`src/rtl/uart_rx_buffered.sv`:
```
// Buffered 8N1 UART receiver: 2-FF input synchronizer, oversampled 3-sample majority vote,
// first-word-fall-through receive FIFO with a valid/ready pop port, sticky framing/overrun flags.
module uart_rx_buffered #(
    parameter int CLK_FREQ_MHZ = 100,
    parameter int BAUD_RATE    = 115200,
    parameter int OVERSAMPLE   = 16,
    parameter int FIFO_DEPTH   = 16
) (
    input  logic                            clk_i,
    input  logic                            rst_ni,
    input  logic                            rxd_i,
    output logic                            rvalid_o,
    input  logic                            rready_i,
    output logic [7:0]                      rdata_o,
    output logic [$clog2(FIFO_DEPTH+1)-1:0] count_o,
    output logic                            frame_err_o,
    output logic                            overrun_o,
    input  logic                            clr_err_i
);

    localparam int DIV   = (CLK_FREQ_MHZ * 1000000) / (BAUD_RATE * OVERSAMPLE);
    localparam int DIV_W = (DIV > 1) ? $clog2(DIV) : 1;
    localparam int SC_W  = $clog2(OVERSAMPLE);
    localparam int PTR_W = $clog2(FIFO_DEPTH);
    localparam int CNT_W = $clog2(FIFO_DEPTH + 1);

    localparam logic [DIV_W-1:0] DIV_LAST = DIV_W'(DIV - 1);
    localparam logic [SC_W-1:0]  SC_V0    = SC_W'(OVERSAMPLE / 2 - 1);
    localparam logic [SC_W-1:0]  SC_V1    = SC_W'(OVERSAMPLE / 2);
    localparam logic [SC_W-1:0]  SC_VOTE  = SC_W'(OVERSAMPLE / 2 + 1);
    localparam logic [SC_W-1:0]  SC_LAST  = SC_W'(OVERSAMPLE - 1);
    localparam logic [CNT_W-1:0] CNT_FULL = CNT_W'(FIFO_DEPTH);

    typedef enum logic [2:0] {S_IDLE, S_START, S_DATA, S_STOP, S_BREAK} state_e;

    logic                r_rx_meta;
    logic                r_rxs;
    logic [DIV_W-1:0]    r_div_cnt;
    state_e              r_state;
    logic [SC_W-1:0]     r_sc;
    logic [2:0]          r_bit_idx;
    logic                r_s0;
    logic                r_s1;
    logic [7:0]          r_shift;
    logic                r_push_req;
    logic                r_frame_err;
    logic                r_overrun;
    logic [7:0]          r_mem [FIFO_DEPTH];
    logic [PTR_W-1:0]    r_wptr;
    logic [PTR_W-1:0]    r_rptr;
    logic [CNT_W-1:0]    r_count;

    logic                w_tick;
    logic                w_vote;
    logic                w_pop;
    logic                w_push;

    // Line idles high, so the synchronizer resets to 1 to avoid a phantom start bit.
    always_ff @(posedge clk_i or negedge rst_ni) begin
        if (!rst_ni) begin
            r_rx_meta <= 1'b1;
            r_rxs     <= 1'b1;
        end else begin
            r_rx_meta <= rxd_i;
            r_rxs     <= r_rx_meta;
        end
    end

    always_ff @(posedge clk_i or negedge rst_ni) begin
        if (!rst_ni) begin
            r_div_cnt <= '0;
        end else begin
            r_div_cnt <= (r_div_cnt == DIV_LAST) ? '0 : r_div_cnt + DIV_W'(1);
        end
    end

    assign w_tick = (r_div_cnt == DIV_LAST);
    assign w_vote = (r_s0 & r_s1) | (r_s0 & r_rxs) | (r_s1 & r_rxs);

    always_ff @(posedge clk_i or negedge rst_ni) begin
        if (!rst_ni) begin
            r_state     <= S_IDLE;
            r_sc        <= '0;
            r_bit_idx   <= '0;
            r_s0        <= 1'b1;
            r_s1        <= 1'b1;
            r_shift     <= '0;
            r_push_req  <= 1'b0;
            r_frame_err <= 1'b0;
        end else begin
            // NOTE: a later non-blocking assignment to the same register in this block overrides
            // this default, which gives one-cycle pulses and set-over-clear priority for free.
            r_push_req <= 1'b0;
            if (clr_err_i) r_frame_err <= 1'b0;
            if (w_tick) begin
                if (r_state inside {S_START, S_DATA, S_STOP})
                    r_sc <= (r_sc == SC_LAST) ? '0 : r_sc + SC_W'(1);
                if (r_sc == SC_V0) r_s0 <= r_rxs;
                if (r_sc == SC_V1) r_s1 <= r_rxs;
                case (r_state)
                    S_IDLE: begin
                        if (!r_rxs) begin
                            r_sc    <= '0;
                            r_state <= S_START;
                        end
                    end
                    S_START: begin
                        if (r_sc == SC_VOTE && w_vote) begin
                            r_state <= S_IDLE;
                        end else if (r_sc == SC_LAST) begin
                            r_bit_idx <= '0;
                            r_state   <= S_DATA;
                        end
                    end
                    S_DATA: begin
                        if (r_sc == SC_VOTE) r_shift <= {w_vote, r_shift[7:1]};
                        if (r_sc == SC_LAST) begin
                            if (r_bit_idx == 3'd7) r_state <= S_STOP;
                            else                   r_bit_idx <= r_bit_idx + 3'd1;
                        end
                    end
                    S_STOP: begin
                        // Leaving at mid-stop leaves half a bit of slack for the next start edge.
                        if (r_sc == SC_VOTE) begin
                            if (w_vote) begin
                                r_push_req <= 1'b1;
                                r_state    <= S_IDLE;
                            end else begin
                                r_frame_err <= 1'b1;
                                r_state     <= S_BREAK;
                            end
                        end
                    end
                    S_BREAK: begin
                        if (r_rxs) r_state <= S_IDLE;
                    end
                    default: r_state <= S_IDLE;
                endcase
            end
        end
    end

    assign w_pop  = rvalid_o && rready_i;
    assign w_push = r_push_req && ((r_count != CNT_FULL) || w_pop);

    // NOTE: the storage array has no reset; rdata_o is gated by rvalid_o so stale
    // contents are never visible, and leaving it out keeps the array as plain flops.
    always_ff @(posedge clk_i) begin
        if (w_push) r_mem[r_wptr] <= r_shift;
    end

    always_ff @(posedge clk_i or negedge rst_ni) begin
        if (!rst_ni) begin
            r_wptr    <= '0;
            r_rptr    <= '0;
            r_count   <= '0;
            r_overrun <= 1'b0;
        end else begin
            if (w_push) r_wptr <= r_wptr + PTR_W'(1);
            if (w_pop)  r_rptr <= r_rptr + PTR_W'(1);
            case ({w_push, w_pop})
                2'b10:   r_count <= r_count + CNT_W'(1);
                2'b01:   r_count <= r_count - CNT_W'(1);
                default: r_count <= r_count;
            endcase
            if (clr_err_i)               r_overrun <= 1'b0;
            if (r_push_req && !w_push)   r_overrun <= 1'b1;
        end
    end

    assign rvalid_o    = (r_count != '0);
    assign rdata_o     = rvalid_o ? r_mem[r_rptr] : 8'h00;
    assign count_o     = r_count;
    assign frame_err_o = r_frame_err;
    assign overrun_o   = r_overrun;

endmodule

```
`config.mk`:
```
export PLATFORM = sky130hd
export DESIGN_NAME = uart_rx_buffered
export DESIGN_NICKNAME = d
export VERILOG_FILES = /design/src/rtl/uart_rx_buffered.sv
export SDC_FILE = /design/constraint.sdc
export NUM_CORES = 1
export LEC_CHECK = 0
export ABC_CLOCK_PERIOD_IN_PS = 3300
export CORE_MARGIN = 4
export CORE_UTILIZATION = 25
export DETAILED_ROUTE_END_ITERATION = 8
export SYNTH_ARGS = -nofsm -noshare
export SYNTH_HDL_FRONTEND = slang
export SYNTH_SLANG_ARGS = --single-unit
```
`constraint.sdc`:
```
create_clock -name clk_i -period 3.3 [get_ports clk_i]
set_input_delay 0.33 -clock clk_i [delete_from_list [all_inputs] [get_ports clk_i]]
set_output_delay 0.33 -clock clk_i [all_outputs]
set_load 0.01 [all_outputs]
```
### After elaboration in Yosys (flattened, before gate mapping)

Memory sizes are Yosys's and may differ from the RTL's.
Index checks and enable logic that the tools add are counted.

| storage, ports and cells | value |
|---|---|
| register bits after elaboration | 44 |
| memory bits (writable) | 128 |
| bits of input ports | 5 |
| logic and storage cells | 101 |
| memories | 1 |

| cells by class | value |
|---|---|
| add/subtract/negate cells | 7 |
| equality and inequality tests | 22 |
| multiplexer cells | 34 |
| bitwise logic cells | 5 |
| reductions and logical operators | 17 |

Memories:

| name | depth | width | read ports | clocked after memory_dff | wr ports | RTL line | source |
|---|---|---|---|---|---|---|---|
| r_mem | 16 | 8 | 1 | 0 | 1 | 48 | `logic [7:0] r_mem [FIFO_DEPTH];` |

Operator list:

| cell | number |
|---|---|
| $mux 3 | 12 |
| $mux 4 | 4 |
| $pmux 3 s5 | 1 |
| $mux 1 | 13 |
| $add 4x1->4 const B | 3 |
| $eq 4x4->1 const B | 3 |
| $pmux 5 s2 | 1 |
| $mux 8 | 1 |
| $ne 2x1->1 const B | 4 |
| $ne 2x2->1 const B | 4 |
| $reduce_and 7->1 | 1 |
| $add 6x1->6 const B | 1 |
| $eq 3x2->1 const B | 2 |
| $eq 3x3->1 const B | 2 |
| $eq 6x6->1 const B | 1 |
| $mux 6 | 1 |
| $pmux 3 s2 | 1 |
| $reduce_and 6->1 | 1 |
| $reduce_bool 2->1 | 3 |
| $add 5x1->5 const B | 1 |
| $ne 5x5->1 const B | 1 |
| $reduce_bool 5->1 | 1 |
| $sub 5x1->5 const B | 1 |
| $eq 4x3->1 const B | 1 |
| other kinds (14) | 21 |

### Logic depth before layout (Yosys ltp)

Gate-level depths: netlist of run 1.

| logic depth | value |
|---|---|
| word-level depth | 7 |
| gate-level depth with buffers | 9 |

### Worst setup path after synthesis of run 1

OpenSTA, ideal clock, no wires.

| timing path | value |
|---|---|
| path type | register to register |
| start point | register r_count[1] (netlist: count_o[1]) |
| end point | register r_count[4] (netlist: count_o[4]) |
| library setup time | 90 ps |
| arrival time | 2670 ps |
| slack | 540 ps |
| cell stages (with the launch flop) | 10 |
| buffers on the path | 1 |
| clock period less this slack | 2760 ps |
| cell sequence | dfrtp_1 or4_1 buf_2 o21ai_4 nor2_1 fa_1 a21o_1 a21o_1 or4_1 o2111ai_1 |

| on the way | value |
|---|---|
| word-level cells in the longest chain between the ends | 6 |
| elaborated cells on any way between the ends | 11 |
| those cells by class | add/sub (2); eq/ne (3); mux (1); reduce/logical (5) |

Ends and longest elaborated chain:

| what | RTL line | source |
|---|---|---|
| start: declaration | 51 | `logic [CNT_W-1:0] r_count;` |
| start signal: assignment | 162 | `2'b10: r_count <= r_count + CNT_W'(1);` |
| start signal: assignment | 163 | `2'b01: r_count <= r_count - CNT_W'(1);` |
| start signal: assignment | 164 | `default: r_count <= r_count;` |
| $reduce_bool 5->1 | 171 | `assign rvalid_o = (r_count != '0);` |
| $logic_and 1x1->1 | 143 | `assign w_pop = rvalid_o && rready_i;` |
| $logic_or 1x1->1 | 144 | `assign w_push = r_push_req && ((r_count != CNT_FULL) \|\| w_pop);` |
| $logic_and 1x1->1 | 144 |  |
| $eq 2x1->1 or $eq 2x2->1 (tied branches) | 161 | `case ({w_push, w_pop})` |
| $pmux 5 s2 or $reduce_bool 2->1 (tied branches) | -- |  |

Several ways; a longest one is shown, not always the timed one.
A chain may end at the register's enable or synchronous reset.

### Worst setup path after layout of run 1

| timing path | value |
|---|---|
| start point | register r_count[1] (netlist: count_o[1]) |
| end point | output port rdata_o[5] |

| on the way | value |
|---|---|
| word-level cells in the longest chain between the ends | 2 |

Ends and longest elaborated chain:

| what | RTL line | source |
|---|---|---|
| $reduce_bool 5->1 | 171 |  |
| $mux 8 | 172 | `assign rdata_o = rvalid_o ? r_mem[r_rptr] : 8'h00;` |
| end: declaration | 14 | `output logic [7:0] rdata_o,` |

Every way passes these cells.

==> impl_metrics.csv, run 1 <==
group,metric,value,unit
routing,first_pass_iters,5,
critical_path,crit_end,"rdata_o[5]",
floorplan,die-area,31600,um2
floorplan,num_rows,61,
floorplan,die_h,178,um
critical_path,arrival,2780,ps
global_routing,antenna_found_initial,0,
floorplan,core_area,28100,um2
critical_path,start_kind,"flip-flop",
yosys,ys_warn_count,0,
timing,finalSetupViolations,0,
timing,min_period,3110,ps
global_routing,grt_max_degree,45,
timing,finalHoldViolCount,0,
yosys,synth_area_per_cell,17.0,um2
cts,clk_path_buf_depth,2,
timing,fmax,321,MHz
yosys,synth_nets,445,
routing,wl_met2,6580,um
power,p_leak,3.29,nW
timing,hold_slack,74.4,ps
global_routing,grt_pass1_vias,3899,
cells_and_area,diodes,0,
routing,routedWlPerCell,16.9,um
timing,clock_skew,11.4,ps
placement,gp_congestion,0.792,
power,power.density,624,nW/um2
floorplan,boundaryPins,21,
cells_and_area,final_nets,482,
timing,worstMarginPinSlew,1010,ps
yosys,ys_seq_area_share,68.7,%
cts,cts_root_buffer,"clkbuf_16",
routing,drt_iter0_drc,350,
routing,viasPerCell,4.49,
timing,rsz0062_at_grt,"false",
timing,finalCritPeriodShare,94.3,%
routing,routed.top_layer,"met4",
power,power,0.00532,W
critical_path,r2r_slack,280,ps
cts,cts_tree,"built",
timing,finalSetupTns,0,ps
critical_path,reg2reg_from,"count_o[1]",
run,maxCapViolations,0,
global_routing,overflow,0,
global_routing,grt_pass1_wl,22600,um
yosys,synth_area,7210,um2
yosys,synth_edf_count,128,
yosys,ys_ff_latch,172,
routing,wl_met1,6800,um
floorplan,die_width,178,um
routing,drc,0,
timing,slew_viol_final,0,
floorplan,start_util,25.7,%
cts,ctsHtreeMaxLevel,4,
cts,cts_sinks,172,
critical_path,r2r_cells,8,
critical_path,worstPathMaxFanout,8,
timing,timing.final.ws_setup,189,ps
yosys,yosys.cell_types.count,49,
routing,ant_nets,0,
routing,routed_wl,14400,um
cts,path_clk_slew,70,ps
cts,insertion_delay,430,ps
critical_path,worstSetupPathType,"reg -> out",
placement,post-place-ws,318,ps
yosys,netlist_instances,424,
power,vdd_drop_max,0.339,mV
yosys,synth_async_sr_flop_share,25.6,%
placement,hpwlAfterDp,9180,um
yosys,synthFlopType,"edfxtp_1",
placement,portBuffers,20,
cells_and_area,area_growth,18.2,%
cts,cts_hold_buf,0,
critical_path,crit_start,"count_o[1]",
cts,cts_made_buffers,17,
cells_and_area,drive_gt1_share,23.2,%
critical_path,endpoint_kind,"output pin",
run_status,status,"completed",
critical_path,reg2reg_to,"count_o[4]",
routing,wl_met3,843,um
critical_path,crit_required,2970,ps
timing,relSlewSlack,32.9,%
global_routing,grt_usage,9.52,%
min_path,min_path_type,"in -> async",
routing,vias,3822,
[layer usage]
metal,track usage [%],vias up
li1,-,1733
met1,13.5,1961
met2,14.1,116
met3,2.68,12
met4,3.09,0
met5,0,-
[how the worst min path moves through the flow]
stage | to | slack [ps] | cells after the start
2_1_floorplan | count_o[0] | 30 | 0
3_3_place_gp | r_rxs | 350 | 0
3_5_place_dp | r_rxs | 350 | 0
4_1_cts | r_state[2] | 90 | 1
5_1_grt | r_sc[0] | 150 | 1
6_report | r_sc[0] | 70 | 1
[flip-flops by register name (all words and copies together) (netlist names), 3 cells and up]
signal and cells:
count_o 5, r_mem 128, r_rptr 4, r_bit_idx 3, r_state 3, r_sc 4
r_shift 8, r_div_cnt 6, r_wptr 4
[Yosys cell counts (2+ instances only)]
master | n | area (um2)
a2111o_1 | 2 | 22.5
a21o_1 | 3 | 22.5
a21oi_1 | 2 | 10.0
a22o_1 | 3 | 26.3
and3_1 | 4 | 25.0
and3b_1 | 2 | 17.5
buf_1 | 2 | 7.51
buf_2 | 5 | 25.0
clkbuf_1 | 15 | 56.3
dfrtp_1 | 40 | 1000
dfstp_2 | 4 | 105
edfxtp_1 | 128 | 3840
ha_1 | 15 | 188
inv_1 | 12 | 45.0
mux2_1 | 3 | 33.8
mux2_2 | 15 | 169
mux2i_1 | 17 | 170
mux4_2 | 32 | 721
nand2_1 | 15 | 56.3
nand2b_1 | 5 | 31.3
nand3_1 | 9 | 45.0
nand4_1 | 5 | 31.3
nand4b_1 | 2 | 17.5
nor2_1 | 27 | 101
nor2b_1 | 2 | 12.5
nor3_1 | 5 | 25.0
o211ai_1 | 3 | 22.5
o21ai_0 | 5 | 25.0
o22ai_1 | 8 | 50.1
o2bb2ai_1 | 2 | 17.5
o32ai_1 | 2 | 17.5
or2_2 | 2 | 12.5
or4_1 | 2 | 15.0
xnor2_1 | 7 | 61.3
xor2_1 | 5 | 43.8
[cell families after synthesis]
| logic type | count (synthesis) | synth area share (%) |
|---|---|---|
| muxes | 67 | 15.2 |
| DFF | 172 | 68.7 |
| and+or+nand+nor | 84 | 5.85 |
| adders and majority gates | 17 | 3.02 |
| AOI/OAI and AO/OA | 38 | 3.98 |
| buffers and inverters | 34 | 1.86 |
| xor gates and xnor gates | 12 | 1.46 |
[report_power, final]
| part | switching (W) | internal, W | leakage [nW] |
|---|---|---|---|
| clock network | 0.000897 | 0.00107 | 0.278 |
| registers | 0.0000895 | 0.00236 | 2.04 |
| logic | 0.000484 | 0.000413 | 0.972 |
[what timing repair did]
action,CTS,global route
endpoints found under the setup margin,0,4
buffers inserted,0,0
resized for setup,0,2
[per-stage QoR]
stage	instances	util (%)	area, um2
global route	852	30.3	8520
CTS	852	30.3	8520
floorplan	424	-	7210
finish	852	30.3	8520
global placement	820	28.3	7940
detailed placement	820	28.3	7940
[area by class of cell]
type                    instances  area, um2
clock inverters                14        148
multi-input cells             218       2130
repair buffers                 40        345
flip-flops and latches        172       4950
clock buffers                  18        429
inverters                      12       45.0
fillers                      2812      19600
well taps                     378        473
[cell usage in the layout, fill, tap and decap left out, types with 3 or more instances in the layout]
cell type | netlist | routed
xor2_1 | 5 | 5
nand2_1 | 15 | 14
o211ai_1 | 3 | 3
dfrtp_1 | 40 | 39
nand2b_1 | 5 | 4
mux2_2 | 15 | 15
ha_1 | 15 | 15
clkbuf_16 | 0 | 17
edfxtp_1 | 128 | 128
nand3_1 | 9 | 9
o21ai_0 | 5 | 5
nor2_1 | 27 | 27
and3_1 | 4 | 4
nor3_1 | 5 | 5
mux4_2 | 32 | 32
mux2_1 | 3 | 3
a22o_1 | 3 | 3
clkinvlp_4 | 0 | 3
a21o_1 | 3 | 3
dfstp_2 | 4 | 4
inv_8 | 0 | 6
buf_4 | 0 | 20
mux2i_1 | 17 | 17
nand4_1 | 5 | 5
inv_1 | 12 | 12
o22ai_1 | 8 | 8
xnor2_1 | 7 | 7
clkdlybuf4s50_1 | 0 | 19
[worst max-delay path, stage by stage, from the launching register on]
cell and delay, ps:
dfrtp_1 440, or4_1 660, nand2b_1 390, nand2_2 250, o22ai_1 120, clkdlybuf4s50_1 500
Note: power is estimated with default switching activity, not from simulation.
==> run 2, diff against run 1 <==
--- a/constraint.sdc
+++ b/constraint.sdc
@@ -3,2 +3,2 @@
 set_output_delay 0.33 -clock clk_i [all_outputs]
-set_load 0.01 [all_outputs]
+set_load 0.005 [all_outputs]
==> impl_metrics.csv, run 2 (synthesis gave the netlist of run 1 again) <==
group,metric,value,unit
run_status,status,"completed",
cells_and_area,finalInstanceArea,8590,um2
routing,routed_wl,14100,um
critical_path,start_kind,"flip-flop",
cells_and_area,final_cell_mix,"edfxtp_1 (128), dfrtp_1 (39), mux4_2 (32)",
routing,vias,3777,
cts,ctsHtreeMaxLevel,4,
timing,clock_skew,9.72,ps
timing,min_period,3080,ps
global_routing,antenna_found_initial,0,
timing,worstMarginPinSlew,988,ps
cts,cts_root_buffer,"clkbuf_16",
global_routing,grt_pass1_wl,22100,um
global_routing,grt_pass1_vias,3917,
power,power,0.00545,W
routing,drt_iter0_drc,298,
cells_and_area,diodes,0,
timing,relSlewSlack,34.1,%
floorplan,die-area,31600,um2
power,p_leak,3.33,nW
timing,finalCritPeriodShare,93.4,%
critical_path,crit_required,2970,ps
routing,first_pass_iters,4,
power,power.density,634,nW/um2
timing,rsz0062_at_grt,"false",
cts,insertion_delay,420,ps
cells_and_area,layout_commonest_cell,"edfxtp_1",
timing,finalSetupTns,0,ps
floorplan,boundaryPins,21,
cells_and_area,top_regs,"r_mem x128, r_shift x8, r_div_cnt x6",
cells_and_area,largest-register,"r_mem",
placement,hpwlAfterDp,9180,um
critical_path,worstPathMaxFanout,8,
floorplan,die_h,178,um
floorplan,core_area,28100,um2
timing,finalSetupViolations,0,
cells_and_area,area_growth,19.2,%
placement,placed_area,7960,um2
timing,finalHoldViolCount,0,
cts,cts_sinks,172,
cells_and_area,layout.cells.non_filler,853,
placement,post-place-ws,364,ps
cts,path_clk_slew,70,ps
global_routing,overflow,0,
floorplan,num_rows,61,
routing,drc,0,
cts,cts_made_buffers,17,
routing,viasPerCell,4.43,
global_routing,grt_usage,9.32,%
run,maxCapViolations,0,
critical_path,arrival,2750,ps
timing,timing.final.ws_setup,217,ps
cells_and_area,largest_reg_flops,128,
cts,clk_path_buf_depth,2,
cts,cts_hold_buf,0,
critical_path,worstSetupPathType,"reg -> out",
placement,portBuffers,20,
timing,fmax,324,MHz
global_routing,grt_max_degree,45,
placement,gp_congestion,0.812,
placement,placed_cells,821,
cells_and_area,drive_gt1_share,23.4,%
routing,ant_nets,0,
power,vdd_drop_max,0.422,mV
routing,routedWlPerCell,16.5,um
min_path,min_path_type,"in -> async",
cts,cts_tree,"built",
cells_and_area,final_nets,483,
floorplan,die_width,178,um
floorplan,start_util,25.7,%
timing,slew_viol_final,0,
critical_path,endpoint_kind,"output pin",
## run 2: cell types whose count changed in the layout (fill, tap and decap cells not counted), sizes merged
cell	previous run	this run
buf	21	22
clkinvlp	3	1
inv	20	19
clkinv	2	3
bufinv	1	3
## run 2: critical path, cell delays in order (launching register included)
cell,delay (ps)
dfrtp_1,440
or4_1,670
nand2b_1,370
nand2_2,240
o22ai_1,150
clkdlybuf4s50_1,470
## run 2: final timing paths
check	start	endpoint	slack, ps	depth (start not counted)
setup / recovery	count_o[1]	rdata_o[3]	220	5
hold / removal	rst_ni	r_sc[2]	80	1
setup reg to reg	count_o[1]	count_o[4]	350	8
hold reg to reg	r_rx_meta	r_rxs	360	0
max in group asynchronous	rst_ni	r_rptr[0]	2540	1
min in group clk_i	rxd_i	r_rx_meta	320	1
## run 2: stage by stage
| stage | utilization (%) | hold WS (ps) |
|---|---|---|
| after floorplan | - | 34.4 |
| after global placement | 28.3 | 348 |
| after detailed placement | 28.3 | 347 |
| after CTS | 30.6 | 97.5 |
| after global routing | 30.6 | 148 |
| final | 30.6 | 76.5 |
## run 2: layout make-up
type	instances	area (um2)
tap	378	473
timing repair buffer	41	365
clock inverter	14	201
sequential	172	4950
inverter	12	45.0
multi-input combinational	218	2130
fill	2792	19500
clock buffer	18	429
## run 2: repair_timing
| item | in CTS | in global routing |
|---|---|---|
| resized for setup | 0 | 2 |
| setup endpoints to repair | 0 | 3 |
| setup buffers | 0 | 0 |
## run 2: routing by layer
metal  GRT usage [%]  part of all wire (%)  vias up
met5               0                     0        -
met4            2.42                  0.64        0
met3            3.00                   3.9        4
met2            14.5                    48       59
met1            12.6                    47     1982
li1                -                     -     1732
## run 2: power breakdown
group          internal (W)  switching [W]  total (W)
Combinational      0.000434       0.000436   0.000870
Sequential          0.00236       0.000116    0.00248
Clock               0.00123       0.000875    0.00210
Total               0.00402        0.00143    0.00545
==> run 3, diff against run 2 <==
Settings changed: MAX_ROUTING_LAYER set to met4, SKIP_CTS_REPAIR_TIMING set to 1.
==> impl_metrics.csv, run 3 (synthesis gave the netlist of run 1 again) <==
group,metric,value,unit
run_status,status,"completed",
cts,cts_sinks,172,
global_routing,overflow,0,
floorplan,core_area,28100,um2
timing,clock_skew,8.65,ps
power,vdd_drop_max,0.420,mV
global_routing,grt_max_degree,45,
cts,insertion_delay,420,ps
cts,cts_root_buffer,"clkbuf_16",
routing,routed_wl,14100,um
critical_path,r2r_slack,340,ps
cells_and_area,fin_util,30.6,%
cells_and_area,final_cell_mix,"edfxtp_1 (128), dfrtp_1 (39), mux4_2 (32)",
cells_and_area,nFillCells,2792,
placement,hpwlAfterDp,9180,um
cells_and_area,area_growth,19.2,%
timing,rsz0062_at_grt,"false",
timing,min_period,3080,ps
placement,portBuffers,20,
routing,ant_nets,0,
cells_and_area,layout.cells.non_filler,853,
global_routing,grt_pass1_vias,3924,
cells_and_area,top_regs,"r_mem x128, r_shift x8, r_div_cnt x6",
min_path,min_path_type,"in -> async",
routing,first_pass_iters,4,
routing,drc,0,
floorplan,die-area,31600,um2
cells_and_area,largest-register,"r_mem",
floorplan,boundaryPins,21,
routing,viasPerCell,4.43,
timing,finalSetupTns,0,ps
cts,path_clk_slew,70,ps
floorplan,die_width,178,um
critical_path,crit_required,2970,ps
power,power.density,634,nW/um2
timing,relSlewSlack,33.6,%
critical_path,start_kind,"flip-flop",
timing,fmax,325,MHz
cts,ctsHtreeMaxLevel,4,
global_routing,grt_pass1_wl,22100,um
timing,slew_viol_final,0,
routing,drt_iter0_drc,283,
global_routing,grt_usage,9.59,%
placement,gp_congestion,0.824,
cells_and_area,seq_area,4950,um2
timing,hold_slack,76.0,ps
floorplan,die_h,178,um
cts,cts_made_buffers,17,
placement,placed_cells,821,
critical_path,worstSetupPathType,"reg -> out",
routing,vias,3775,
cells_and_area,multi_input_area,2130,um2
cells_and_area,layout_commonest_cell,"edfxtp_1",
cells_and_area,diodes,0,
critical_path,worstPathMaxFanout,8,
critical_path,arrival,2750,ps
routing,routedWlPerCell,16.5,um
timing,finalSetupViolations,0,
cts,clk_path_buf_depth,2,
critical_path,endpoint_kind,"output pin",
power,p_leak,3.33,nW
cells_and_area,largest_reg_flops,128,
run,maxCapViolations,0,
cts,cts_tree,"built",
cells_and_area,final_nets,483,
floorplan,start_util,25.7,%
timing,worstMarginPinSlew,995,ps
cells_and_area,drive_gt1_share,23.4,%
timing,finalCritPeriodShare,93.4,%
timing,finalHoldViolCount,0,
floorplan,num_rows,61,
global_routing,antenna_found_initial,0,
==> run 3: routing by layer <==
metal,track usage [%],vias up,share of wire [%]
met5,-,-,0
met2,14.6,64,48
met3,2.73,6,4.4
met1,12.8,1970,47
met4,2.42,0,0.74
li1,-,1735,-
==> run 3: layout make-up <==
class | count | area share [%]
clock buffer | 18 | 4.99
clock inverter | 14 | 2.34
inverter | 12 | 0.524
multi-input combinational | 218 | 24.8
sequential | 172 | 57.6
tap | 378 | 5.50
timing repair buffer | 41 | 4.25
==> run 3: power by group <==
| part | leakage (nW) | switching [W] | internal (W) | total (W) |
|---|---|---|---|---|
| Sequential | 2.04 | 0.000118 | 0.00236 | 0.00248 |
| Combinational | 0.981 | 0.000434 | 0.000434 | 0.000867 |
| Clock | 0.306 | 0.000878 | 0.00123 | 0.00210 |
| Total | 3.33 | 0.00143 | 0.00402 | 0.00545 |
==> run 3: worst paths after layout <==
| path | startpoint | endpoint | cells past startpoint |
|---|---|---|---|
| setup / recovery | count_o[1] | rdata_o[3] | 5 |
| hold / removal | rst_ni | r_sc[2] | 1 |
| setup reg to reg | count_o[1] | count_o[4] | 8 |
| hold reg to reg | r_rx_meta | r_rxs | 0 |
| max in group asynchronous | rst_ni | r_rptr[0] | 1 |
| min in group clk_i | rxd_i | r_rx_meta | 1 |
==> run 3: worst max-delay path, stage by stage, from the launching register on <==
cell             delay, ps
dfrtp_1                440
or4_1                  670
nand2b_1               360
nand2_2                240
o22ai_1                150
clkdlybuf4s50_1        470
==> run 3: stage by stage <==
step | total power (W) | area (um2) | setup slack [ps]
2_1_floorplan | 0.00311 | 7210 | 567
3_3_place_gp | 0.00337 | 7960 | 445
3_5_place_dp | 0.00340 | 7960 | 364
4_1_cts | 0.00550 | 8590 | 147
5_1_grt | 0.00569 | 8590 | 78.9
6_report | 0.00545 | 8590 | 219
